### src/rtl/acorn128_pkg.sv
// rtl/acorn128_pkg.sv - shared ACORN-128 constants, FSM encoding, step taps and helpers
package acorn128_pkg;

    localparam int STATE_W     = 293;
    localparam int TAG_W       = 128;
    localparam int PAD_STEPS   = 256;
    localparam int FINAL_STEPS = 768;
    localparam int TAG_START   = 640;
    localparam int CNT_W       = 10;

    // State-bit taps used by the step function
    localparam int S_0   = 0;
    localparam int S_12  = 12;
    localparam int S_23  = 23;
    localparam int S_61  = 61;
    localparam int S_66  = 66;
    localparam int S_107 = 107;
    localparam int S_111 = 111;
    localparam int S_154 = 154;
    localparam int S_160 = 160;
    localparam int S_193 = 193;
    localparam int S_196 = 196;
    localparam int S_230 = 230;
    localparam int S_235 = 235;
    localparam int S_244 = 244;
    localparam int S_289 = 289;

    typedef enum logic [2:0] {
        ST_IDLE     = 3'd0,
        ST_CT_WAIT  = 3'd1,
        ST_CT_SHIFT = 3'd2,
        ST_PT_OUT   = 3'd3,
        ST_PAD      = 3'd4,
        ST_FINAL    = 3'd5,
        ST_DONE     = 3'd6
    } fsm_t;

    function automatic logic maj(input logic x, input logic y, input logic z);
        return (x & y) ^ (x & z) ^ (y & z);
    endfunction

    function automatic logic ch(input logic x, input logic y, input logic z);
        return (x & y) ^ (~x & z);
    endfunction

endpackage

### src/rtl/acorn128_step.sv
// rtl/acorn128_step.sv - combinational single ACORN-128 state-update step
module acorn128_step
    import acorn128_pkg::*;
(
    input  logic [STATE_W-1:0] state,
    input  logic               m,
    input  logic               ca,
    input  logic               cb,
    output logic [STATE_W-1:0] next_state,
    output logic               ks
);

    logic [STATE_W-1:0] w_s;
    logic               w_f;

    // LFSR feedback updates in order, then keystream and feedback bit; ks never depends on m
    always_comb begin
        w_s        = state;
        w_s[S_289] = w_s[S_289] ^ w_s[S_235] ^ w_s[S_230];
        w_s[S_230] = w_s[S_230] ^ w_s[S_196] ^ w_s[S_193];
        w_s[S_193] = w_s[S_193] ^ w_s[S_160] ^ w_s[S_154];
        w_s[S_154] = w_s[S_154] ^ w_s[S_111] ^ w_s[S_107];
        w_s[S_107] = w_s[S_107] ^ w_s[S_66]  ^ w_s[S_61];
        w_s[S_61]  = w_s[S_61]  ^ w_s[S_23]  ^ w_s[S_0];
        ks  = w_s[S_12] ^ w_s[S_154]
            ^ maj(w_s[S_235], w_s[S_61], w_s[S_193])
            ^ ch(w_s[S_230], w_s[S_111], w_s[S_66]);
        w_f = w_s[S_0] ^ ~w_s[S_107]
            ^ maj(w_s[S_244], w_s[S_23], w_s[S_160])
            ^ (ca & w_s[S_196]) ^ (cb & ks);
    end

    assign next_state = {w_f ^ m, w_s[STATE_W-1:1]};

endmodule

### src/rtl/acorn128_decrypt.sv
// rtl/acorn128_decrypt.sv - bit-serial ACORN-128 decryption and tag verification
module acorn128_decrypt #(
    parameter int STATE_W = acorn128_pkg::STATE_W,
    parameter int TAG_W   = acorn128_pkg::TAG_W
) (
    input  logic               clk,
    input  logic               rst,
    input  logic               start,
    input  logic [STATE_W-1:0] state_in,
    input  logic               msg_empty,
    input  logic [TAG_W-1:0]   tag_in,
    input  logic               ct_valid,
    input  logic [7:0]         ct_data,
    input  logic               ct_last,
    output logic               ct_ready,
    output logic               pt_valid,
    output logic [7:0]         pt_data,
    output logic               busy,
    output logic               done,
    output logic               tag_ok,
    output logic [TAG_W-1:0]   tag_out
);
    import acorn128_pkg::*;

    fsm_t               r_fsm;
    fsm_t               w_fsm_nxt;
    logic [STATE_W-1:0] r_state;
    logic [TAG_W-1:0]   r_tag_exp;
    logic [TAG_W-1:0]   r_tag_out;
    logic [CNT_W-1:0]   r_cnt;
    logic [2:0]         r_bit;
    logic [7:0]         r_ct_byte;
    logic               r_ct_last;
    logic [7:0]         r_pt_byte;
    logic               r_tag_ok;

    logic               w_m;
    logic               w_ca;
    logic               w_cb;
    logic               w_step;
    logic               w_ks;
    logic               w_p;
    logic               w_load;
    logic               w_pad_end;
    logic               w_final_end;
    logic [STATE_W-1:0] w_next_state;
    logic [TAG_W-1:0]   w_tag_next;

    acorn128_step u_step (
        .state      (r_state),
        .m          (w_m),
        .ca         (w_ca),
        .cb         (w_cb),
        .next_state (w_next_state),
        .ks         (w_ks)
    );

    assign w_p         = r_ct_byte[r_bit] ^ w_ks;
    assign w_load      = start && (r_fsm == ST_IDLE || r_fsm == ST_DONE);
    assign w_pad_end   = (r_cnt == CNT_W'(PAD_STEPS - 1));
    assign w_final_end = (r_cnt == CNT_W'(FINAL_STEPS - 1));
    assign w_tag_next  = {w_ks, r_tag_out[TAG_W-1:1]};

    assign ct_ready = (r_fsm == ST_CT_WAIT);
    assign pt_valid = (r_fsm == ST_PT_OUT);
    assign busy     = (r_fsm != ST_IDLE) && (r_fsm != ST_DONE);
    assign done     = (r_fsm == ST_DONE);
    assign pt_data  = r_pt_byte;
    assign tag_ok   = r_tag_ok;
    assign tag_out  = r_tag_out;

    // FSM state register
    always_ff @(posedge clk) begin
        if (!rst) begin
            r_fsm <= ST_IDLE;
        end else begin
            r_fsm <= w_fsm_nxt;
        end
    end

    // Next-state and step-input selection per phase
    always_comb begin
        w_fsm_nxt = r_fsm;
        w_m       = 1'b0;
        w_ca      = 1'b0;
        w_cb      = 1'b0;
        w_step    = 1'b0;
        case (r_fsm)
            ST_IDLE, ST_DONE: begin
                if (start) begin
                    w_fsm_nxt = msg_empty ? ST_PAD : ST_CT_WAIT;
                end
            end
            ST_CT_WAIT: begin
                if (ct_valid) begin
                    w_fsm_nxt = ST_CT_SHIFT;
                end
            end
            ST_CT_SHIFT: begin
                w_step = 1'b1;
                w_ca   = 1'b1;
                w_m    = w_p;
                if (r_bit == 3'd7) begin
                    w_fsm_nxt = ST_PT_OUT;
                end
            end
            ST_PT_OUT: begin
                w_fsm_nxt = r_ct_last ? ST_PAD : ST_CT_WAIT;
            end
            ST_PAD: begin
                w_step = 1'b1;
                w_m    = (r_cnt == '0);
                w_ca   = (r_cnt < CNT_W'(PAD_STEPS / 2));
                if (w_pad_end) begin
                    w_fsm_nxt = ST_FINAL;
                end
            end
            ST_FINAL: begin
                w_step = 1'b1;
                w_ca   = 1'b1;
                w_cb   = 1'b1;
                if (w_final_end) begin
                    w_fsm_nxt = ST_DONE;
                end
            end
            default: begin
                w_fsm_nxt = ST_IDLE;
            end
        endcase
    end

    // Cipher state, byte capture/assembly, phase counter and tag collection
    always_ff @(posedge clk) begin
        if (!rst) begin
            r_state   <= '0;
            r_tag_exp <= '0;
            r_tag_out <= '0;
            r_cnt     <= '0;
            r_bit     <= '0;
            r_ct_byte <= '0;
            r_ct_last <= 1'b0;
            r_pt_byte <= '0;
            r_tag_ok  <= 1'b0;
        end else begin
            if (w_load) begin
                r_state   <= state_in;
                r_tag_exp <= tag_in;
                r_tag_out <= '0;
                r_tag_ok  <= 1'b0;
            end else if (w_step) begin
                r_state <= w_next_state;
            end

            if (r_fsm == ST_CT_WAIT && ct_valid) begin
                r_ct_byte <= ct_data;
                r_ct_last <= ct_last;
                r_bit     <= '0;
            end

            if (r_fsm == ST_CT_SHIFT) begin
                r_pt_byte[r_bit] <= w_p;
                r_bit            <= r_bit + 3'd1;
            end

            // Counter restarts on every phase change so PAD and FINAL each begin at 0
            if (w_fsm_nxt != r_fsm) begin
                r_cnt <= '0;
            end else if (r_fsm == ST_PAD || r_fsm == ST_FINAL) begin
                r_cnt <= r_cnt + 1'b1;
            end

            // Tag bits arrive LSB first, so shifting in from the top leaves step 640 in bit 0
            if (r_fsm == ST_FINAL && r_cnt >= CNT_W'(TAG_START)) begin
                r_tag_out <= w_tag_next;
            end
            if (r_fsm == ST_FINAL && w_final_end) begin
                r_tag_ok <= (w_tag_next == r_tag_exp);
            end
        end
    end

endmodule

### config.mk
export PLATFORM = sky130hd
export DESIGN_NAME = acorn128_decrypt
export DESIGN_NICKNAME = d
export VERILOG_FILES = /design/src/rtl/acorn128_pkg.sv /design/src/rtl/acorn128_step.sv /design/src/rtl/acorn128_decrypt.sv
export SDC_FILE = /design/constraint.sdc
export NUM_CORES = 1
export LEC_CHECK = 0
export CAP_MARGIN = 20
export CORE_MARGIN = 4
export CORE_UTILIZATION = 35
export DETAILED_ROUTE_END_ITERATION = 12
export GPL_ROUTABILITY_DRIVEN = 0
export PLACE_DENSITY = 0.59
export SLEW_MARGIN = 20
export SYNTH_ARGS = -nofsm -noshare
export SYNTH_HDL_FRONTEND = slang
export SYNTH_SLANG_ARGS = --single-unit
### constraint.sdc
create_clock -name clk -period 6.6 [get_ports clk]
set_input_delay 1.32 -clock clk [delete_from_list [all_inputs] [get_ports clk]]
set_output_delay 1.32 -clock clk [all_outputs]
set_load 0.03 [all_outputs]
==> reports/qor.csv <==
metric;value;unit
status;complete, no violations;
yosysMostFrequentCell;nand2_1;
tightestPinTransition;1.31;ns
finalSetupTns;0;ns
clk_latency;0.60;ns
cts_max_level;3;
first_pass_iters;6;
synth_commonest_cells;nand2_1, dfxtp_1, a21boi_0;
coreArea;0.0689;sq mm
cts_tree;done;
fp.dieH;273;um
rrSetupSlack;3.04;ns
crit_buf_inv;1;
total_power;9.37;mW
ys_seq_area_share;47.6;%
antenna_found_initial;41;
start_kind;register;
path_cells;nor2b_1 > or3_1 > clkdlybuf4s50_1;
power.density;283;mW/mm^2
period_share;63.0;%
syn_nets;3148;
dieArea;0.0743;sq mm
r2r-end;r_tag_exp[112];
syn_inst;2709;
worstHoldStart;pt_data[2];
utilization;48.1;%
cts_root_buf;clkbuf_16;
hold_ws;0.456;ns
maxCapViolations;0;
drt_iter0_markers;1647;
clkTransAtPathRegs;0.05;ns
synth_edf_count;0;
num_rows;96;
worstPathRequired;5.28;ns
hold_viol;0;
grt_overflow;0;
skew;0.0233;ns
timing.rr.start;r_fsm[2];
cts_buffer_depth;3;
min_path_cells;2;
worstSetupEndpointType;primary output;
cts_setup_buffers;0;
yosys_warnings;0;
slowest_delay;0.81;ns
hold_buffers;0;
track_usage;22.0;%
arrival;2.84;ns
cp_top_family;simple AND/OR/NAND/NOR gates;
routed_via_density;5.25;
dp_hpwl;60700;um
wl_per_cell;20.9;um
fp.dieW;273;um
vias;21800;
leakage;11.6;nW
area_delta_synth_final;35.3;%
grt_start_max_net_pins;260;
async_reset_ff_share;0;%
cts.sinks;583;
irDropWorstVdd;0.177;mV
cts_buffers;68;
place.port_buffers;575;
rsz0062_at_grt;false;
synth.avg_cell_area;9.05;sq um
yosys_most_used_dff;dfxtp_1;
grt_pass1_vias;21000;
hp-class;reg -> reg;
setup_violations;0;
drive_above_1_share;4.73;%
synth_area_leaders;dfxtp_1, a21boi_0, a22oi_1;
drt_wl_total;86600;um
post-route-drc-count;0;
cp_max_fo;13;
reg2reg_depth;5;
finalNetCount;3583;
maxSlewHeadroom;12.7;%
clock.fmax;241;MHz
netlist_area;0.0245;sq mm
drv_slew;0;
ant_nets;0;
ys_ff_latch;583;
grt_pass1_wl;128000;um
fin_crit;4.16;ns
worst-setup-path-type;reg -> out;
cts_resized;0;
synth_cell_type_count;58;
pin_count;576;
slowest_stage;nor2b_1;
worstHoldEndpoint;pt_data[2];
synth_top_area_share;47.6;%
synth_top_area_cell;dfxtp_1;
start_util;35.5;%
[registers in the layout (all words and copies together), names as in the netlist]
name       flops
pt_data        8
r_bit          3
r_cnt         10
r_ct_byte      8
r_ct_last      1
r_fsm          3
r_state      293
r_tag_exp    128
tag_ok         1
tag_out      128
[where the power goes]
group	internal (mW)	leakage [nW]	switching, mW
registers	3.79	4.76	0.173
clock network	2.35	1.15	1.53
logic	0.658	5.68	0.870
total	6.80	11.6	2.57
[worst reg2reg max path, cell delays in order (launching register included)]
cell and delay [ns]:
dfxtp_1 0.53, nor2b_1 0.81, or3_4 0.88, buf_4 0.84, nand2_1 0.20, a21boi_0 0.23
[cell usage in the layout, fill, tap and decap left out, types with 21 or more instances in the layout]
cell type and count:
a21boi_0 428, a22oi_1 415, clkbuf_16 70, clkdlybuf4s50_1 574
dfxtp_1 583, nand2_1 592, nor2_1 21, nor2b_1 139
nor4_1 27, xnor2_1 49, xor2_1 85
[cell type report]
| class | count | area [sq um] |
|---|---|---|
| fillers | 6547 | 35800 |
| multi-input cells | 1885 | 11900 |
| flip-flops and latches | 583 | 11700 |
| repair buffers | 591 | 5960 |
| clock buffers | 93 | 1990 |
| well taps | 931 | 1160 |
| clock inverters | 27 | 332 |
| inverters | 15 | 56.3 |
| diodes | 18 | 45.0 |
[through the flow]
step | instances | instance area (sq um) | worst slack (ns)
3_5_place_dp | 4005 | 30800 | 2.42
5_1_grt | 4140 | 33200 | 2.16
4_1_cts | 4125 | 33100 | 2.37
6_report | 4143 | 33200 | 2.44
3_3_place_gp | 4005 | 30800 | 2.46
2_1_floorplan | 2709 | 24500 | 3.84
[cells by family (layout without fill, tap and decap cells)]
logic type,count (synthesis),count (layout),synth area share (%)
and+or+nand+nor,844,844,15.2
buffers and inverters,241,726,3.78
adders and majority gates,6,6,0.286
xor gates and xnor gates,142,142,5.45
AOI/OAI and AO/OA,882,882,27.1
DFF,583,583,47.6
other,0,18,0
muxes,11,11,0.602
[worst max-delay path by stage]
stage | from | slack [ns] | cells past startpoint | endpoint
6_report | r_fsm[2] | 2.44 | 3 | busy
4_1_cts | r_fsm[2] | 2.37 | 3 | busy
3_3_place_gp | start | 2.46 | 7 | r_state[100]
5_1_grt | r_fsm[2] | 2.16 | 3 | busy
2_1_floorplan | start | 3.84 | 7 | r_state[100]
3_5_place_dp | start | 2.42 | 7 | r_state[96]
[per-layer routing]
| layer | vias up | global-route usage (%) | wire (um) |
|---|---|---|---|
| li1 | 10400 | - | - |
| met5 | - | 0 | 245 |
| met2 | 701 | 36.9 | 42000 |
| met1 | 10500 | 25.4 | 33500 |
| met3 | 180 | 7.16 | 7030 |
| met4 | 32 | 10.7 | 3890 |
(Power assumes the default switching activity.)
